$ cat src/rtl/ysyx_22050078_if_id_buf.sv
`default_nettype none
// ============================================================================
// Module  : ysyx_22050078_if_id_buf
// Brief   : Two-entry IF->ID skid FIFO of {pc, inst} with flush; bubbles when empty.
// Rev     : 1.0
// ============================================================================
module ysyx_22050078_if_id_buf #(
    parameter int                    CPU_WIDTH  = 64,
    parameter int                    INST_WIDTH = 32,
    parameter logic [INST_WIDTH-1:0] NOP_INST   = 32'h0000_0013
) (
    input  logic                  clk,
    input  logic                  rst_n,
    input  logic                  i_valid,
    input  logic [CPU_WIDTH-1:0]  i_pc,
    input  logic [INST_WIDTH-1:0] i_inst,
    output logic                  o_ready,
    input  logic                  i_flush,
    output logic                  o_valid,
    output logic [CPU_WIDTH-1:0]  o_pc,
    output logic [INST_WIDTH-1:0] o_inst,
    input  logic                  i_idu_ready,
    output logic [1:0]            o_count
);

    logic [CPU_WIDTH-1:0]  pc_q   [2];
    logic [INST_WIDTH-1:0] inst_q [2];
    logic                  wptr_q, wptr_d;
    logic                  rptr_q, rptr_d;
    logic [1:0]            count_q, count_d;
    logic                  w_push, w_pop;

    assign o_ready = rst_n & (count_q != 2'd2);
    assign o_valid = (count_q != 2'd0);
    assign o_count = count_q;
    assign o_pc    = o_valid ? pc_q[rptr_q]   : '0;
    assign o_inst  = o_valid ? inst_q[rptr_q] : NOP_INST;

    assign w_push  = i_valid & o_ready & ~i_flush;
    assign w_pop   = o_valid & i_idu_ready & ~i_flush;

    always_comb begin
        wptr_d  = wptr_q;
        rptr_d  = rptr_q;
        count_d = count_q;
        // Flush wins over any same-cycle push/pop and restarts both pointers.
        if (i_flush) begin
            wptr_d  = 1'b0;
            rptr_d  = 1'b0;
            count_d = 2'd0;
        end else begin
            if (w_push) wptr_d = ~wptr_q;
            if (w_pop)  rptr_d = ~rptr_q;
            count_d = count_q + {1'b0, w_push} - {1'b0, w_pop};
        end
    end

    always_ff @(posedge clk) begin
        if (!rst_n) begin
            wptr_q  <= 1'b0;
            rptr_q  <= 1'b0;
            count_q <= 2'd0;
        end else begin
            wptr_q  <= wptr_d;
            rptr_q  <= rptr_d;
            count_q <= count_d;
        end
    end

    always_ff @(posedge clk) begin
        if (w_push) begin
            pc_q[wptr_q]   <= i_pc;
            inst_q[wptr_q] <= i_inst;
        end
    end

endmodule
`default_nettype wire

$ cat config.mk
export PLATFORM = sky130hd
export DESIGN_NAME = ysyx_22050078_if_id_buf
export DESIGN_NICKNAME = d
export VERILOG_FILES = /design/src/rtl/ysyx_22050078_if_id_buf.sv
export SDC_FILE = /design/constraint.sdc
export NUM_CORES = 1
export LEC_CHECK = 0
export BUFFER_PORTS_ARGS = -buffer_cell sky130_fd_sc_hd__buf_2
export CORE_MARGIN = 3
export CORE_UTILIZATION = 35
export DETAILED_ROUTE_END_ITERATION = 12
export GPL_TIMING_DRIVEN = 0
export SLEW_MARGIN = 30
export SYNTH_ARGS = -nofsm -noshare
export SYNTH_HDL_FRONTEND = slang
export SYNTH_SLANG_ARGS = --single-unit
$ cat constraint.sdc
create_clock -name clk -period 6.95 [get_ports clk]
set_input_delay 1.39 -clock clk [delete_from_list [all_inputs] [get_ports clk]]
set_output_delay 1.39 -clock clk [all_outputs]
set_load 0.03 [all_outputs]
==> flow_summary.ini, run 1 <==
[pwr]
seqPwrFrac_pct = 54.6
share_comb_of_total_power_pct = 4.9
switching_power_mw = 0.5209
peakVddDrop_v = 0.0001491
p_leak_nw = 3.561
p_per_area_nw_per_um2 = 252.3
intPower_mw = 1.916
power_frac_clock_pct = 40.5
p_sw_share_pct = 21.38

[yosys]
syn_area_um2 = 7536
synth_compound_area_share_pct = 0.1494
syn_avg_cell_area_um2 = 17.40
syn_inst = 433
synthXorXnorAreaFrac_pct = 0.3487
ys_types = 22
yosys.area_share.adder_pct = 0.3321
synth-seq-cells = 197
yosysTopAreaCell = edfxtp_1
synthSimpleGateAreaFrac_pct = 5.844
ys_top_cells_by_area = edfxtp_1 77%, mux2i_1 13%, nor2_1 4.7%, buf_12 1.3%, dfxtp_1 1.3%
ys_seq_area_share_pct = 77.83
syn_nets = 536
synthMuxAreaShare_pct = 12.75
ys_warn_count = 0
synth_top_area_share_pct = 76.51
synth_top_family_by_area = multiplexers

[routing]
drc = 0
via_per_inst = 4.478
drt-initial-drc-count = 181
drt_wl_total_mm = 15.01
vias = 4236
wl_per_cell_um = 15.87
antenna_left = 0
firstDrtPassIters = 4

[timing]
fin_skew_ns = 0.01471
fin_crit_sh_pct = 45.69
setup_viol = 0
finalCriticalPeriod_ns = 3.176
setup_slack_ns = 3.774
worst_slew_pin_slew_ns = 0.5550
final-max-slew-violation-count = 0
maxSlewHeadroom_pct = 62.92
hold_viol = 0
fmax_mhz = 314.9
rsz0062_at_grt = no

[global_route]
antenna_found_initial = 1
grtUsageTotal_pct = 12.93
grt_pass1_vias = 4515
grt_first_pass_wirelength_mm = 23.71
grt_max_degree = 47
overflow = 0

[cells_and_area]
drive_gt1_share_pct = 38.51
syn_to_final_growth_pct = 28.18
final_cells = 946
final_core_util_pct = 45.81
nNetsFinal = 761

[critical_path]
endpoint_kind = output port
arrival_ns = 1.79
crit_fanout = 2
critical_path_class = input port to output port
start_kind = input port
cp.required_ns = 5.56

[floorplan]
die-area_um2 = 23330
core.rowCount = 53
die_x_um = 152.7
io_pins = 201
die_h_um = 152.7
coreArea_um2 = 21090
start_util_pct = 35.74

[clock_tree]
clkTransAtPathRegs_ns = 0.07
htreeDepth = 4
clock_sinks = 197
insertion_delay_ns = 0.42
clockBufferDepth = 2
cts_setup_buffers = 0
cts-root-buf = clkbuf_16
cts_tree = done
hold_buffers = 0
cts.repair.resized = 0
cts_inserted_buffers = 17

[placed_design]
portBuffers = 200
dp_hpwl_mm = 10.66
dpl_worst_slack_ns = 3.680
dp_cells = 914
gp_congestion = 0.8086

[worst_hold_path]
hp-class = register to register

[run]
drv_cap = 0

[outcome]
outcome = completed
==> kinds of logic (layout without fill, tap and decap cells) <==
group / Yosys count / after routing
other: 0 / 1
buffers and inverters: 23 / 260
flip-flops: 197 / 197
AO/OA/AOI/OAI: 2 / 2
AND/OR/NAND/NOR: 110 / 110
XOR/XNOR: 3 / 3
adder cells (fa/ha/maj): 2 / 2
multiplexers: 96 / 96
==> flip-flops by register name, indices dropped and copies added, names as in the netlist, named ones only <==
name     cells
rptr_q       1
pc_q       128
wptr_q       1
o_count      2
inst_q      64
==> final cells by class <==
class                      instances  area [µm²]
fill                            1852       11430
buffer                            21       198.9
inverter                           2       7.507
sequential                       197        5866
clock buffer                      18       429.2
clock inverter                    13       168.9
tap                              275       344.1
antenna                            1       2.502
timing repair buffer             206        1166
multi-input combinational        213        1476
==> metrics by stage <==
| stage | setup TNS, ns | total power, mW | area (µm²) | hold WS, ns |
|---|---|---|---|---|
| finish | 0 | 2.437 | 9659 | 0.5481 |
| floorplan | 0 | 1.417 | 7536 | 0.4674 |
| detailed placement | 0 | 1.480 | 9059 | 0.5351 |
| global route | 0 | 2.539 | 9657 | 0.5912 |
| global placement | -155.22 | 1.472 | 8881 | 0.4770 |
| CTS | 0 | 2.466 | 9657 | 0.5449 |
==> critical path, stage by stage <==
cell and delay [ns]:
buf_2 0.10, and2_1 0.12, buf_2 0.17
==> cell usage after synthesis <==
cell,instances
nor2_2,1
inv_1,2
xnor2_1,3
buf_4,5
nand3_1,1
nor2_1,95
buf_6,1
buf_12,5
o21ai_1,1
and3_1,1
clkbuf_4,1
and2_1,6
nand2_1,4
buf_2,7
dfxtp_1,5
edfxtp_1,192
and2b_1,1
mux2i_1,96
o22ai_1,1
nand2b_1,1
buf_1,2
ha_1,2
==> path summary, 6_finish.rpt <==
check / startpoint / to / slack [ns] / depth (start not counted)
setup / recovery: rst_n / o_ready / 3.77 / 3
hold reg to reg: wptr_q / wptr_q / 0.55 / 2
setup reg to reg: o_count[0] / pc_q[0][63] / 4.94 / 5
hold / removal: wptr_q / wptr_q / 0.55 / 2
==> cells in the final DEF, fill, tap and decap left out <==
cell        count
clkinv_4        3
nor2_4          1
and2b_1         1
buf_1           2
diode_2         1
buf_16          6
edfxtp_1      192
buf_12          5
buf_6           1
buf_2         207
buf_4           5
o22ai_1         1
clkinv_8        1
inv_6           2
inv_8           3
nor2_1         94
nor2_2          1
nand2_1         4
o21ai_1         1
xnor2_1         3
and2_1          6
bufinv_16       2
inv_1           2
mux2i_1        96
nand2b_1        1
clkinvlp_4      2
clkbuf_16      17
clkbuf_1        1
dfxtp_1         5
and3_4          1
nand3_1         1
ha_1            2
clkbuf_4        1
==> routing by layer <==
metal,global-route usage (%),vias up,wire [µm]
li1,-,2047,-
met1,15.33,2022,6166
met2,22.04,146,7501
met3,4.487,19,1054
met4,4.370,2,277
met5,0,-,13
==> power by group through the flow <==
stage,clock (mW),sequential [mW],combinational [mW]
global route,1.08,1.33,0.131
CTS,1.01,1.33,0.121
global placement,0,1.36,0.109
finish,0.986,1.33,0.119
floorplan,0,1.36,0.0561
detailed placement,0,1.36,0.121
Note: power is estimated with default switching activity, not from simulation.
==> run 2: changes to the inputs <==
==> constraint.sdc (replaced) <==
create_clock -name clk -period 3.1 [get_ports clk]
set_input_delay 0.62 -clock clk [delete_from_list [all_inputs] [get_ports clk]]
set_output_delay 0.62 -clock clk [all_outputs]
set_load 0.03 [all_outputs]
==> run 2 against run 1 <==
Non-clock buffer count rose by 1. Clock skew fell by 0.0053 ns. Flip-flop and latch count did not move. Critical path type is now register to output port.
==> flow_summary.ini, run 2 (synthesis gave the netlist of run 1 again) <==
[routing]
drt_wl_total_mm = 15.10
firstDrtPassIters = 4
wl_per_cell_um = 15.94
antenna_left = 0
vias = 4249
drt-initial-drc-count = 192
via_per_inst = 4.487
drc = 0

[critical_path]
r2r_start = o_count[0]
critical_path_class = register to output port
cp_top_family = buffers and inverters
crit_path_frequent_cell = buf_2
crit_fanout = 10
timing.critical_path.buf_inv = 3
r2r-end = inst_q[1][9]
arrival_ns = 1.78
slowest_stage = dfxtp_1
ff2ff_setup_slack_ns = 1.03
start_kind = register
endpoint_kind = output port
cp.required_ns = 2.48
slowest_delay_ns = 0.37
path_cells = nor2_2, buf_4, buf_2, nor2_1, buf_2
rr_worst_depth = 5

[cells_and_area]
multiInputGateArea_um2 = 1476
nNetsFinal = 762
fill_cells = 1893
final_cell_mix = 207 x buf_2, 192 x edfxtp_1, 96 x mux2i_1
syn_to_final_growth_pct = 28.08
seq_area_um2 = 5866
largest_register = pc_q
antenna_cells = 0
drive_gt1_share_pct = 38.69
final_common_cell = buf_2
largest_reg_flops = 128

[worst_hold_path]
hp-class = input port to register
min_to = pc_q[1][36]
hold_depth = 1
min_from = i_pc[36]

[clock_tree]
clock_sinks = 197
insertion_delay_ns = 0.43
hold_buffers = 0
htreeDepth = 4
clockBufferDepth = 2
cts_inserted_buffers = 17
cts_setup_buffers = 0
cts.repair.resized = 0
clkTransAtPathRegs_ns = 0.08
cts_tree = done
cts-root-buf = clkbuf_16

[timing]
finalCriticalPeriod_ns = 2.405
tns_ns = 0
setup_viol = 0
fin_skew_ns = 0.009447
fin_crit_sh_pct = 77.57
worst_slew_pin_slew_ns = 0.4846
maxSlewHeadroom_pct = 67.69
rsz0062_at_grt = no
final-max-slew-violation-count = 0
hold_ws_ns = 0.3745
hold_viol = 0
fmax_mhz = 415.9

[placed_design]
portBuffers = 200
dp_hpwl_mm = 10.86
gp_congestion = 0.8075

[floorplan]
die_h_um = 152.7
core.rowCount = 53
die-area_um2 = 23330
start_util_pct = 35.74
die_x_um = 152.7
io_pins = 201
coreArea_um2 = 21090

[pwr]
peakVddDrop_v = 0.0003701
p_leak_nw = 3.565
p_per_area_nw_per_um2 = 561.8

[global_route]
grt_first_pass_wirelength_mm = 23.84
grtUsageTotal_pct = 13.06
antenna_found_initial = 1
grt_pass1_vias = 4520
overflow = 0
grt_max_degree = 42

[outcome]
outcome = completed

[run]
drv_cap = 0
## run 2: changes by cell type in the layout (fill, tap and decap cells not counted)
cell | before | now
inv_8 | 3 | 2
buf_12 | 5 | 7
diode_2 | 1 | 0
bufinv_16 | 2 | 1
clkinv_8 | 1 | 2
buf_8 | 0 | 1
clkinv_4 | 3 | 4
buf_16 | 6 | 4
inv_6 | 2 | 5
clkinvlp_4 | 2 | 0
## run 2: worst max path at each step
stage                           from      endpoint  slack, ns  depth (start not counted)
after global routing      o_count[1]      o_pc[36]       0.55                          5
after floorplan              i_flush  inst_q[0][0]       0.21                          3
final                     o_count[1]      o_pc[55]       0.70                          5
after global placement       i_flush  inst_q[0][8]      -0.72                          4
after detailed placement     i_flush  inst_q[0][8]       0.72                          6
after CTS                   register     o_inst[0]       0.64                          6
## run 2: area by class of cell
class                   instances  share of cell area [%]
inverters                       2                 0.07778
repair buffers                207                   12.08
multi-input cells             213                   15.30
clock inverters                14                   1.698
flip-flops and latches        197                   60.77
plain buffers                  21                   2.061
clock buffers                  18                   4.446
well taps                     275                   3.565
## run 2: through the flow
step           total power, mW  cells  cell area (µm²)  utilization (%)  setup WS (ns)
2_1_floorplan            3.173    433             7545                -         0.2071
3_3_place_gp             3.293    908             8890            42.16        -0.7183
3_5_place_dp             3.318    915             9059            42.96         0.7195
4_1_cts                  5.499    947             9652            45.77         0.6420
5_1_grt                  5.652    947             9652            45.77         0.5465
6_report                 5.422    947             9652            45.77         0.6955
## run 2: where the power goes
group          total [mW]  leakage (nW)  switching [mW]  internal [mW]
sequential           2.99          1.78          0.0120           2.97
clock                2.17         0.290            1.02           1.15
combinational       0.268          1.49           0.163          0.105
total                5.42          3.57            1.19           4.23
## run 2: routing by layer
metal	up-vias	wire, µm	track usage, %
met5	-	14	0
met4	2	228	4.328
met3	16	1060	5.084
met2	125	7657	22.13
met1	2052	6134	15.28
li1	2054	-	-
## run 2: worst reg2reg max path: cells and delay by family (launching register included)
kind | cells | cell delay (ns)
DFF | 1 | 0.44
and+or+nand+nor | 3 | 0.70
buffers and inverters | 2 | 0.56
==> run 3: changes to the inputs <==
==> constraint.sdc (replaced) <==
create_clock -name clk -period 2.17 [get_ports clk]
set_input_delay 0.434 -clock clk [delete_from_list [all_inputs] [get_ports clk]]
set_output_delay 0.434 -clock clk [all_outputs]
set_load 0.03 [all_outputs]
==> run 3 against run 2 <==
Die area did not move. Global-route usage about the same. Power is 46% higher. Critical path depth up 1. Clock skew grew 0.0032 ns. Worst setup slack got worse by 0.64 ns. Utilization up 1.1 points. Largest cell class unchanged. Largest power group unchanged.
==> flow_summary.ini, run 3 (synthesis gave the netlist of run 1 again) <==
[routing]
drc = 0
wl_per_cell_um = 16.08
dr_wl_met2_mm = 7.679
wl_met1_mm = 6.268
wl_met3_mm = 1.014
top_layer = met5
vias = 4270
antenna_left = 0
firstDrtPassIters = 5
drt-initial-drc-count = 134
drt_wl_total_mm = 15.34
via_per_inst = 4.476

[critical_path]
critical_path_class = register to output port
slowest_stage = dfxtp_2
endpoint_kind = output port
ff2ff_setup_slack_ns = 0.26
crit_fanout = 7
start_kind = register
cp_top_family = buffers and inverters
crit_path_frequent_cell = buf_12
cp.required_ns = 1.74
path_cells = buf_8, buf_12, buf_12, mux2i_4, nand2_1, buf_2
slowest_delay_ns = 0.34
arrival_ns = 1.68
timing.critical_path.buf_inv = 4

[clock_tree]
htreeDepth = 4
cts_tree = done
clkTransAtPathRegs_ns = 0.07
insertion_delay_ns = 0.42
cts_inserted_buffers = 17
clockBufferDepth = 2
clock_sinks = 197
cts-root-buf = clkbuf_16
hold_buffers = 0

[cells_and_area]
final_core_util_pct = 46.91
final_cell_mix = 201 x buf_2, 192 x edfxtp_1, 94 x nor2_1
largest_reg_flops = 128
drive_gt1_share_pct = 41.51
syn_to_final_growth_pct = 31.28
largest_register = pc_q
final_cells = 954
final_area_um2 = 9893
final_common_cell = buf_2
nNetsFinal = 767

[global_route]
grt_max_degree = 44
grt_first_pass_wirelength_mm = 23.90
grt_pass1_vias = 4698
antenna_found_initial = 4
overflow = 0
grtUsageTotal_pct = 13.07

[placed_design]
portBuffers = 200
dp_cells = 915
dp_hpwl_mm = 10.76
gp_congestion = 0.7764
dpl_worst_slack_ns = 0.02523
placed_area_um2 = 9094

[timing]
rsz0062_at_grt = yes
maxSlewHeadroom_pct = 78.90
fmax_mhz = 472.0
final-max-slew-violation-count = 0
setup_slack_ns = 0.05127
fin_skew_ns = 0.01266
worst_slew_pin_slew_ns = 0.3165
hold_viol = 0
finalCriticalPeriod_ns = 2.119
fin_crit_sh_pct = 97.64
setup_viol = 0

[floorplan]
start_util_pct = 35.74
die_h_um = 152.7
die-area_um2 = 23330
io_pins = 201
core.rowCount = 53
die_x_um = 152.7
coreArea_um2 = 21090

[run]
drv_cap = 0

[worst_hold_path]
hp-class = input port to register

[outcome]
outcome = completed

[pwr]
p_per_area_nw_per_um2 = 798.5
p_leak_nw = 3.657
peakVddDrop_v = 0.0005817
[run 3: changes by cell type in the layout (fill, tap and decap cells not counted), moves of 3 or more]
cell and delta:
inv_6 -3, buf_2 -6, dfxtp_1 -3, buf_4 +4, dfxtp_2 +3, mux2i_4 +4
mux2i_1 -6
[run 3: metrics by stage]
step                      hold WS (ns)  setup TNS [ns]  total power, mW
after floorplan                 0.5000          -72.87            4.534
after global placement          0.5095         -218.41            4.707
after detailed placement        0.5558               0            4.746
after CTS                       0.1679        -0.02573            7.998
after global routing            0.1641         -0.2809            8.231
final                           0.1942               0            7.899
[run 3: metal layers]
metal  GRT usage, %  vias to the layer above
met4          5.261                        4
met2          22.51                      132
met1          14.92                     2041
met5              0                        -
li1               -                     2065
met3          4.544                       28
[run 3: path summary, 6_finish.rpt]
kind              start           to  cells after the start
max reg2reg  o_count[0]  pc_q[0][56]                      6
min            i_pc[14]  pc_q[1][14]                      1
max            register    o_inst[4]                      6
min reg2reg      wptr_q       wptr_q                      2
[run 3: worst register-to-register path: stages, from the launching register on]
cell and delay, ns:
dfxtp_2 0.41, nand2b_1 0.22, nand3_4 0.11, nor2_4 0.29, buf_16 0.21, buf_16 0.18, buf_16 0.19
[run 3: cell type report]
class | instances | area (µm²)
timing repair buffer | 212 | 1274
clock buffer | 17 | 425.4
multi-input combinational | 213 | 1558
clock inverter | 15 | 193.9
antenna | 2 | 5.005
fill | 1857 | 11190
inverter | 2 | 7.507
tap | 275 | 344.1
buffer | 21 | 216.5
sequential | 197 | 5869
[run 3: repair_timing]
action | in CTS | in global routing
pin swaps | 0 | 0
setup endpoints to repair | 73 | 55
gates resized for setup | 16 | 11
cloned | 0 | 2
buffers inserted | 2 | 1
[run 3: where the power goes]
part,switching (mW),internal [mW]
Clock,1.48,1.76
Combinational,0.236,0.162
Sequential,0.0190,4.25
